$ cat config.mk
export PLATFORM = sky130hd
export DESIGN_NAME = ula_arbitro_flat
export DESIGN_NICKNAME = d
export VERILOG_FILES = /design/src/rtl/ula_arbitro_if.sv /design/src/rtl/ula_arbitro.sv /design/src/flat_wrapper.sv
export SDC_FILE = /design/constraint.sdc
export NUM_CORES = 1
export LEC_CHECK = 0
export BUFFER_PORTS_ARGS = -buffer_cell sky130_fd_sc_hd__buf_2
export CAP_MARGIN = 5
export CORE_ASPECT_RATIO = 0.75
export CORE_MARGIN = 2
export CORE_UTILIZATION = 35
export CTS_BUF_LIST = sky130_fd_sc_hd__clkbuf_16
export CTS_CLUSTER_SIZE = 30
export DETAILED_ROUTE_END_ITERATION = 7
export PLACE_DENSITY_LB_ADDON = 0.2
export SLEW_MARGIN = 20
export SYNTH_ARGS = -nofsm -noshare
export SYNTH_HDL_FRONTEND = slang
export SYNTH_SLANG_ARGS = --single-unit
$ cat constraint.sdc
create_clock -name clock -period 1.83 [get_ports clock]
set_input_delay 0.183 -clock clock [delete_from_list [all_inputs] [get_ports clock]]
set_output_delay 0.183 -clock clock [all_outputs]
set_load 0.005 [all_outputs]
$ cat src/rtl/ula_arbitro_if.sv
// Requester / ULA bus of ula_arbitro.
// The arbiter takes the slave modport. The requesters and the ULA instance sit on the master side.
interface ula_arbitro_if #(
  parameter int W = 32
);
  // requester 0
  logic         req_0;
  logic [4:0]   op_0;
  logic [W-1:0] rs_0;
  logic [W-1:0] rt_0;
  logic         ack_0;
  logic         done_0;
  logic         erro_0;
  // requester 1
  logic         req_1;
  logic [4:0]   op_1;
  logic [W-1:0] rs_1;
  logic [W-1:0] rt_1;
  logic         ack_1;
  logic         done_1;
  logic         erro_1;
  // shared results
  logic [W-1:0] resultado;
  logic [W-1:0] hi;
  logic [W-1:0] lo;
  // ULA side
  logic [4:0]   ula_op;
  logic [W-1:0] ula_rs;
  logic [W-1:0] ula_rt;
  logic [W-1:0] ula_saida;
  logic [W-1:0] ula_hi;
  logic [W-1:0] ula_lo;

  modport slave (
    input  req_0, op_0, rs_0, rt_0, req_1, op_1, rs_1, rt_1,
    input  ula_saida, ula_hi, ula_lo,
    output ack_0, done_0, erro_0, ack_1, done_1, erro_1,
    output resultado, hi, lo, ula_op, ula_rs, ula_rt
  );

  modport master (
    output req_0, op_0, rs_0, rt_0, req_1, op_1, rs_1, rt_1,
    output ula_saida, ula_hi, ula_lo,
    input  ack_0, done_0, erro_0, ack_1, done_1, erro_1,
    input  resultado, hi, lo, ula_op, ula_rs, ula_rt
  );
endinterface

$ cat src/rtl/ula_arbitro.sv
// ula_arbitro: round-robin arbiter that shares one ULA between two requesters.
// Requester 0 is the core datapath. Requester 1 is the OS/IO context.
// Each operation runs through the sequence IDLE -> EXEC -> WAIT -> DONE.
// Only one op is in flight at a time, so throughput is one op every 4 cycles.
// Optional feature: define ULA_ARB_DIV0_TRAP_EN to trap division or remainder by zero.
// A trapped op is never issued to the ULA, it returns resultado=0, and erro pulses together with done.
module ula_arbitro #(
  parameter int         W       = 32,
  parameter logic [4:0] IDLE_OP = 5'b11111
) (
  input logic        clock,
  input logic        reset,
  ula_arbitro_if.slave bus
);

  typedef enum logic [1:0] {IDLE, EXEC, WAIT, DONE} state_t;

  localparam logic [4:0] OP_MULT = 5'b00010;

  state_t       state, state_nxt;
  logic         owner;
  logic         last_grant;
  logic         trap;
  logic         grant_any;
  logic         winner;
  logic [4:0]   sel_op;
  logic [W-1:0] sel_rs;
  logic [W-1:0] sel_rt;
  logic [4:0]   op_q;
  logic [W-1:0] rs_q;
  logic [W-1:0] rt_q;
  logic [W-1:0] resultado_q;
  logic [W-1:0] hi_q;
  logic [W-1:0] lo_q;

  // Round-robin choice: on a tie the requester that did not win last time wins now.
  always_comb begin
    grant_any = bus.req_0 | bus.req_1;
    winner    = (bus.req_0 && bus.req_1) ? ~last_grant : bus.req_1;
    sel_op    = winner ? bus.op_1 : bus.op_0;
    sel_rs    = winner ? bus.rs_1 : bus.rs_0;
    sel_rt    = winner ? bus.rt_1 : bus.rt_0;
  end

  // Next-state logic: only the IDLE state waits. All other states advance every cycle.
  always_comb begin
    state_nxt = state;
    case (state)
      IDLE:    if (grant_any) state_nxt = EXEC;
      EXEC:    state_nxt = WAIT;
      WAIT:    state_nxt = DONE;
      DONE:    state_nxt = IDLE;
      default: state_nxt = IDLE;
    endcase
  end

  // State register.
  always_ff @(posedge clock or negedge reset) begin
    if (!reset) state <= IDLE;
    else        state <= state_nxt;
  end

  // Latch the granted request. Capture the ULA result at the end of WAIT.
  always_ff @(posedge clock or negedge reset) begin
    if (!reset) begin
      owner       <= 1'b0;
      last_grant  <= 1'b1;
      op_q        <= IDLE_OP;
      rs_q        <= '0;
      rt_q        <= '0;
      resultado_q <= '0;
      hi_q        <= '0;
      lo_q        <= '0;
    end else begin
      if (state == IDLE && grant_any) begin
        owner      <= winner;
        last_grant <= winner;
        op_q       <= sel_op;
        rs_q       <= sel_rs;
        rt_q       <= sel_rt;
      end
      if (state == WAIT) begin
        resultado_q <= trap ? '0 : bus.ula_saida;
        if (!trap && op_q == OP_MULT) begin
          hi_q <= bus.ula_hi;
          lo_q <= bus.ula_lo;
        end
      end
    end
  end

`ifdef ULA_ARB_DIV0_TRAP_EN
  // Flag a granted div/rem whose divisor is zero. The flag suppresses issue and raises erro.
  always_ff @(posedge clock or negedge reset) begin
    if (!reset) trap <= 1'b0;
    else if (state == IDLE && grant_any)
      trap <= ((sel_op == 5'b00011) || (sel_op == 5'b00100)) && (sel_rt == '0);
  end
`else
  // No trap: every op is issued to the ULA as-is.
  always_comb trap = 1'b0;
`endif

  // Handshake pulses and ULA drive. Outside EXEC the ULA sees the idle op with zero operands.
  always_comb begin
    bus.ack_0  = 1'b0;
    bus.ack_1  = 1'b0;
    bus.done_0 = 1'b0;
    bus.done_1 = 1'b0;
    bus.erro_0 = 1'b0;
    bus.erro_1 = 1'b0;
    bus.ula_op = IDLE_OP;
    bus.ula_rs = '0;
    bus.ula_rt = '0;
    case (state)
      EXEC: begin
        bus.ack_0 = ~owner;
        bus.ack_1 = owner;
        if (!trap) begin
          bus.ula_op = op_q;
          bus.ula_rs = rs_q;
          bus.ula_rt = rt_q;
        end
      end
      DONE: begin
        bus.done_0 = ~owner;
        bus.done_1 = owner;
        bus.erro_0 = trap & ~owner;
        bus.erro_1 = trap & owner;
      end
      default: ;
    endcase
  end

  assign bus.resultado = resultado_q;
  assign bus.hi        = hi_q;
  assign bus.lo        = lo_q;

endmodule

$ cat src/flat_wrapper.sv
// flat-port wrapper written by rule: the top's interface ports become plain ports
module ula_arbitro_flat 
#(
  parameter int         W       = 32,
  parameter logic [4:0] IDLE_OP = 5'b11111
)
  (clock, reset, bus_req_0, bus_op_0, bus_rs_0, bus_rt_0, bus_req_1, bus_op_1, bus_rs_1, bus_rt_1, bus_ula_saida, bus_ula_hi, bus_ula_lo, bus_ack_0, bus_done_0, bus_erro_0, bus_ack_1, bus_done_1, bus_erro_1, bus_resultado, bus_hi, bus_lo, bus_ula_op, bus_ula_rs, bus_ula_rt);
  ula_arbitro_if #(.W(W)) bus_i ();
  input logic clock;
  input logic reset;
  input wire logic [$bits(bus_i.req_0)-1:0] bus_req_0;
  input wire logic [$bits(bus_i.op_0)-1:0] bus_op_0;
  input wire logic [$bits(bus_i.rs_0)-1:0] bus_rs_0;
  input wire logic [$bits(bus_i.rt_0)-1:0] bus_rt_0;
  input wire logic [$bits(bus_i.req_1)-1:0] bus_req_1;
  input wire logic [$bits(bus_i.op_1)-1:0] bus_op_1;
  input wire logic [$bits(bus_i.rs_1)-1:0] bus_rs_1;
  input wire logic [$bits(bus_i.rt_1)-1:0] bus_rt_1;
  input wire logic [$bits(bus_i.ula_saida)-1:0] bus_ula_saida;
  input wire logic [$bits(bus_i.ula_hi)-1:0] bus_ula_hi;
  input wire logic [$bits(bus_i.ula_lo)-1:0] bus_ula_lo;
  output wire logic [$bits(bus_i.ack_0)-1:0] bus_ack_0;
  output wire logic [$bits(bus_i.done_0)-1:0] bus_done_0;
  output wire logic [$bits(bus_i.erro_0)-1:0] bus_erro_0;
  output wire logic [$bits(bus_i.ack_1)-1:0] bus_ack_1;
  output wire logic [$bits(bus_i.done_1)-1:0] bus_done_1;
  output wire logic [$bits(bus_i.erro_1)-1:0] bus_erro_1;
  output wire logic [$bits(bus_i.resultado)-1:0] bus_resultado;
  output wire logic [$bits(bus_i.hi)-1:0] bus_hi;
  output wire logic [$bits(bus_i.lo)-1:0] bus_lo;
  output wire logic [$bits(bus_i.ula_op)-1:0] bus_ula_op;
  output wire logic [$bits(bus_i.ula_rs)-1:0] bus_ula_rs;
  output wire logic [$bits(bus_i.ula_rt)-1:0] bus_ula_rt;
  assign bus_i.req_0 = bus_req_0;
  assign bus_i.op_0 = bus_op_0;
  assign bus_i.rs_0 = bus_rs_0;
  assign bus_i.rt_0 = bus_rt_0;
  assign bus_i.req_1 = bus_req_1;
  assign bus_i.op_1 = bus_op_1;
  assign bus_i.rs_1 = bus_rs_1;
  assign bus_i.rt_1 = bus_rt_1;
  assign bus_i.ula_saida = bus_ula_saida;
  assign bus_i.ula_hi = bus_ula_hi;
  assign bus_i.ula_lo = bus_ula_lo;
  assign bus_ack_0 = bus_i.ack_0;
  assign bus_done_0 = bus_i.done_0;
  assign bus_erro_0 = bus_i.erro_0;
  assign bus_ack_1 = bus_i.ack_1;
  assign bus_done_1 = bus_i.done_1;
  assign bus_erro_1 = bus_i.erro_1;
  assign bus_resultado = bus_i.resultado;
  assign bus_hi = bus_i.hi;
  assign bus_lo = bus_i.lo;
  assign bus_ula_op = bus_i.ula_op;
  assign bus_ula_rs = bus_i.ula_rs;
  assign bus_ula_rt = bus_i.ula_rt;
  ula_arbitro #(.W(W), .IDLE_OP(IDLE_OP)) u_core (.clock(clock), .reset(reset), .bus(bus_i));
endmodule
==> run summary <==
For this run, design rule violations remaining after detail routing come to 0. The fill cell total of the finished layout came out at 1802. The via density per instance came out at 4.67.

The number of cells on the worst reg-to-reg path is 6. In this run the count of I/O pins placed on the die edge is 409. The logs give 7693 for the number of global-route vias before repair and 2 for the maximum buffer depth of the clock tree. In this run the worst setup path terminates at bus_ula_rt[19]. Once placement completed, the tool counted placed cells totaling 1351. Derived from the worst setup path, the maximum achievable clock frequency is 550 MHz. The worst setup path is of the reg -> out kind. For the largest net degree at the start of global routing, the log shows 57.

The initialized floorplan defines 46 standard-cell rows. For the final standard cell area without fillers, the log shows 0.0125 sq mm. After clock tree synthesis, the clock-pin slew on the worst setup and hold paths is 0.07 ns. For the number of pins exceeding their max-slew limit in the final report, the log shows 0.

The share of post-route cells with drive strength above 1 was 0.451; the setup-violating endpoint count in the final report was 0. For this design, the slowest cell found on the critical path is sky130_fd_sc_hd__dfrtp_1. The run gives 0.0157 ns as the post-placement setup slack.

The min-delay analysis places its worst path in the category in -> reg. Counting buffers and inverters, the worst setup path is 5 cells deep. On the final layout, the worst hold slack is 0.0348 ns. A synthesized cell averages 11.2 sq um.

The pre-antenna-repair detailed-routing pass consisted of 5 iterations. The total leakage power is 6.36 nW, and the combined buffer and inverter count along the critical path is 3. Walking the worst path, the cells encountered are inv_2 -> ha_4 -> buf_12 -> and2_1 -> buf_2. For the worst setup path, the data arrival time is 1.63 ns.

The launching element type of the critical path is a flop. The DRC violation total after the first TritonRoute iteration is 314. The dominant delay contributor by cell family on the critical path was flip-flops. TritonCTS built the clock tree. The final route contains 7272 vias. In this run the vertical extent of the chip is 132 um.

The critical path's largest stage delay came out at 0.41 ns. The clock period minus final worst setup slack works out to 1.82 ns. Final clock period utilization by the worst path: 0.993. The number of standard cells in the final layout excluding fillers is 1556, and the total count of hold-check failures in the final report is 0. For this block, the routed nets add up to 26100 um of wire. The tree built by TritonCTS fans out to 169 sinks. The clock buffer count from CTS was 17. After detailed placement, the total cell area comes to 0.0101 sq mm. For the global-route wire length before repair, the log shows 40400 um. STA classifies the critical path endpoint as an output pin. In this run, distinct cell masters in the synthesized netlist total 27. Sorting the synthesized cells by area gives the leading types as sky130_fd_sc_hd__dfrtp_1 53%, sky130_fd_sc_hd__mux2_4 12%, sky130_fd_sc_hd__a21oi_1 9.0%.

The average wire per standard cell works out to 16.8 um. For the worst endpoint required time, the log shows 1.65 ns. sky130_fd_sc_hd__dfrtp_1 takes more of the synthesized area than any other cell. The portion of the post-synthesis area used by sequential elements is 0.550.

Between clock sinks in the finished design, the worst skew comes to 0.0128 ns. In this run the critical register-to-register path is launched from u_core.state[0]$_DFFE_PN0P_. The run finished with clean final reports. For this design the ratio of total power to cell area is 1490 mW/mm^2.

In this run the cell area of the synthesized design comes to 0.00770 sq mm. Area share of the largest cell type after synthesis: 0.529. Once detailed placement completed, the half-perimeter wirelength came to 16700 um. In this run the standard cell core region covers 0.0214 sq mm. The initial antenna violation count was 0. In this run the horizontal extent of the chip is 175 um. For the worst-case setup margin in the final layout, the log shows 0.0124 ns.

The tools report the reg-to-reg endpoint as u_core.bus.hi[16]$_DFFE_PN0P_. For this run, the number of Yosys warnings is 0. Synthesis produced 687 cells. The H-tree generated during clock tree synthesis spans 4 levels. The tool flagged a number of max-cap violations equal to 0. The die covers 0.0232 sq mm.

For flop-to-flop paths, the worst setup slack is 0.13 ns. Synthesis inferred 169 register bits. The clock insertion delay at the later pin of the skew report was 0.43 ns. Setup repair after global routing could not meet its margin everywhere. The share of the core filled with cells is 0.585, and the layout net count is 1495.

The tools report the cell at the root of the clock tree as sky130_fd_sc_hd__clkbuf_16. The quantity of I/O buffers inserted on ports is 406, and the placer congestion estimate is 0.805. The tools report the total track usage as 0.221. The synthesis-to-finish area growth works out to 62.1%. Summed over all layers, the global routing overflow is 0. IR analysis of the VDD net gives a maximum drop of 0.805 mV.

The starting density of the core was 0.361. The detail route stage leaves a number of antenna-violating nets equal to 0. In this run the worst setup path begins at u_core.state[1]$_DFFE_PN0P_. The critical-path maximum fanout is 18.
[repair_timing]
item	in CTS	in global routing
buffers inserted	0	2
endpoints found under the hold margin	195	2
cloned	1	2
hold buffers	164	2
pin swaps	0	1
setup endpoints to repair	64	124
gates resized for setup	5	4
[worst min path at each step]
stage                         startpoint                       endpoint  slack (ns)  depth (start not counted)
final                        bus_op_1[2]     u_core.op_q[2]$_DFFE_PN1P_        0.03                          3
after floorplan                    reset   u_core.bus.hi[0]$_DFFE_PN0P_       -0.11                          0
after CTS                 bus_ula_lo[15]  u_core.bus.lo[15]$_DFFE_PN0P_      0.0008                          2
after global placement             reset    u_core.rs_q[16]$_DFFE_PN0P_        0.14                          1
after global routing         bus_op_1[2]     u_core.op_q[2]$_DFFE_PN1P_        0.01                          3
after detailed placement           reset    u_core.rs_q[16]$_DFFE_PN0P_        0.14                          1
[synth_stat cells (all sizes together)]
cell	n
nor2	71
nand3b	1
nand2	70
and2	66
a22o	1
mux2	97
dfrtp	163
ha	4
conb	1
o21a	1
buf	21
nor2b	2
dfstp	6
a31oi	2
a21boi	1
clkbuf	31
nand2b	5
inv	2
nor4b	1
a21bo	1
o21ai	1
a21oi	139
[power breakdown]
part | switching, mW | internal (mW)
clock network | 1.51 | 2.27
logic | 3.66 | 4.44
registers | 1.05 | 5.72
[flip-flops by register name, indices dropped and copies added (netlist names)]
name / flops
u_core.bus.lo: 32
u_core.bus.resultado: 32
u_core.rt_q: 32
u_core.rs_q: 32
u_core.owner: 1
u_core.state: 2
u_core.op_q: 5
u_core.last_grant: 1
u_core.bus.hi: 32
[tightest hold or removal path, stage by stage]
cell	delay, ns
sky130_fd_sc_hd__buf_2	0.09
sky130_fd_sc_hd__a21oi_1	0.11
sky130_fd_sc_hd__a21oi_1	0.07
[logic make-up (layout without fill, tap and decap cells)]
kind of cell | count (synthesis) | in the layout | share of synthesized area
flops | 169 | 169 | 0.550
compound gates | 146 | 146 | 0.0975
buf+inv | 54 | 631 | 0.0437
simple gates | 216 | 216 | 0.131
fa+ha+maj | 4 | 4 | 0.00650
other cells | 1 | 5 | 0.000487
mux | 97 | 97 | 0.171
[layout by cell type, fill, tap and decap left out, types with 2 or more instances in the layout]
| cell | Yosys | routed |
|---|---|---|
| sky130_fd_sc_hd__buf_2 | 10 | 405 |
| sky130_fd_sc_hd__dlygate4sd3_1 | 0 | 166 |
| sky130_fd_sc_hd__dfrtp_1 | 163 | 163 |
| sky130_fd_sc_hd__a21oi_1 | 139 | 139 |
| sky130_fd_sc_hd__nor2_1 | 71 | 71 |
| sky130_fd_sc_hd__nand2_1 | 70 | 70 |
| sky130_fd_sc_hd__and2_1 | 66 | 64 |
| sky130_fd_sc_hd__mux2_4 | 60 | 60 |
| sky130_fd_sc_hd__mux2_2 | 37 | 37 |
| sky130_fd_sc_hd__clkbuf_16 | 0 | 19 |
| sky130_fd_sc_hd__buf_12 | 6 | 10 |
| sky130_fd_sc_hd__buf_4 | 4 | 10 |
| sky130_fd_sc_hd__dfstp_2 | 6 | 6 |
| sky130_fd_sc_hd__nand2b_1 | 5 | 5 |
| sky130_fd_sc_hd__inv_1 | 2 | 4 |
| sky130_fd_sc_hd__bufinv_16 | 0 | 4 |
| sky130_fd_sc_hd__buf_6 | 1 | 4 |
| sky130_fd_sc_hd__diode_2 | 0 | 3 |
| sky130_fd_sc_hd__ha_1 | 4 | 3 |
| sky130_fd_sc_hd__and2_4 | 0 | 2 |
| sky130_fd_sc_hd__a31oi_1 | 2 | 2 |
| sky130_fd_sc_hd__conb_1 | 1 | 2 |
| sky130_fd_sc_hd__inv_8 | 0 | 2 |
| sky130_fd_sc_hd__clkinv_1 | 0 | 2 |
[routing by layer]
metal,track usage,share of wire,vias to the layer above
li1,-,-,3419
met3,0.0575,0.061,50
met5,0,0,-
met2,0.380,0.50,275
met4,0.0889,0.027,0
met1,0.265,0.41,3528
[metrics by stage]
stage,power [mW],setup TNS [ns]
2_1_floorplan,10.9,0
3_3_place_gp,14.1,0
3_5_place_dp,14.2,0
4_1_cts,18.5,-0.00838
5_1_grt,20.0,-3.60
6_report,18.7,0
[cell type report]
type | instances | area (sq um) | share of cell area
Inverter | 2 | 7.51 | 0.000601
Sequential cell | 169 | 4240 | 0.339
Multi-Input combinational cell | 465 | 3180 | 0.255
Clock inverter | 14 | 183 | 0.0146
Antenna cell | 3 | 7.51 | 0.000601
Tap cell | 288 | 360 | 0.0289
Clock buffer | 17 | 425 | 0.0341
Timing Repair Buffer | 598 | 4090 | 0.327
(Power assumes the default switching activity.)
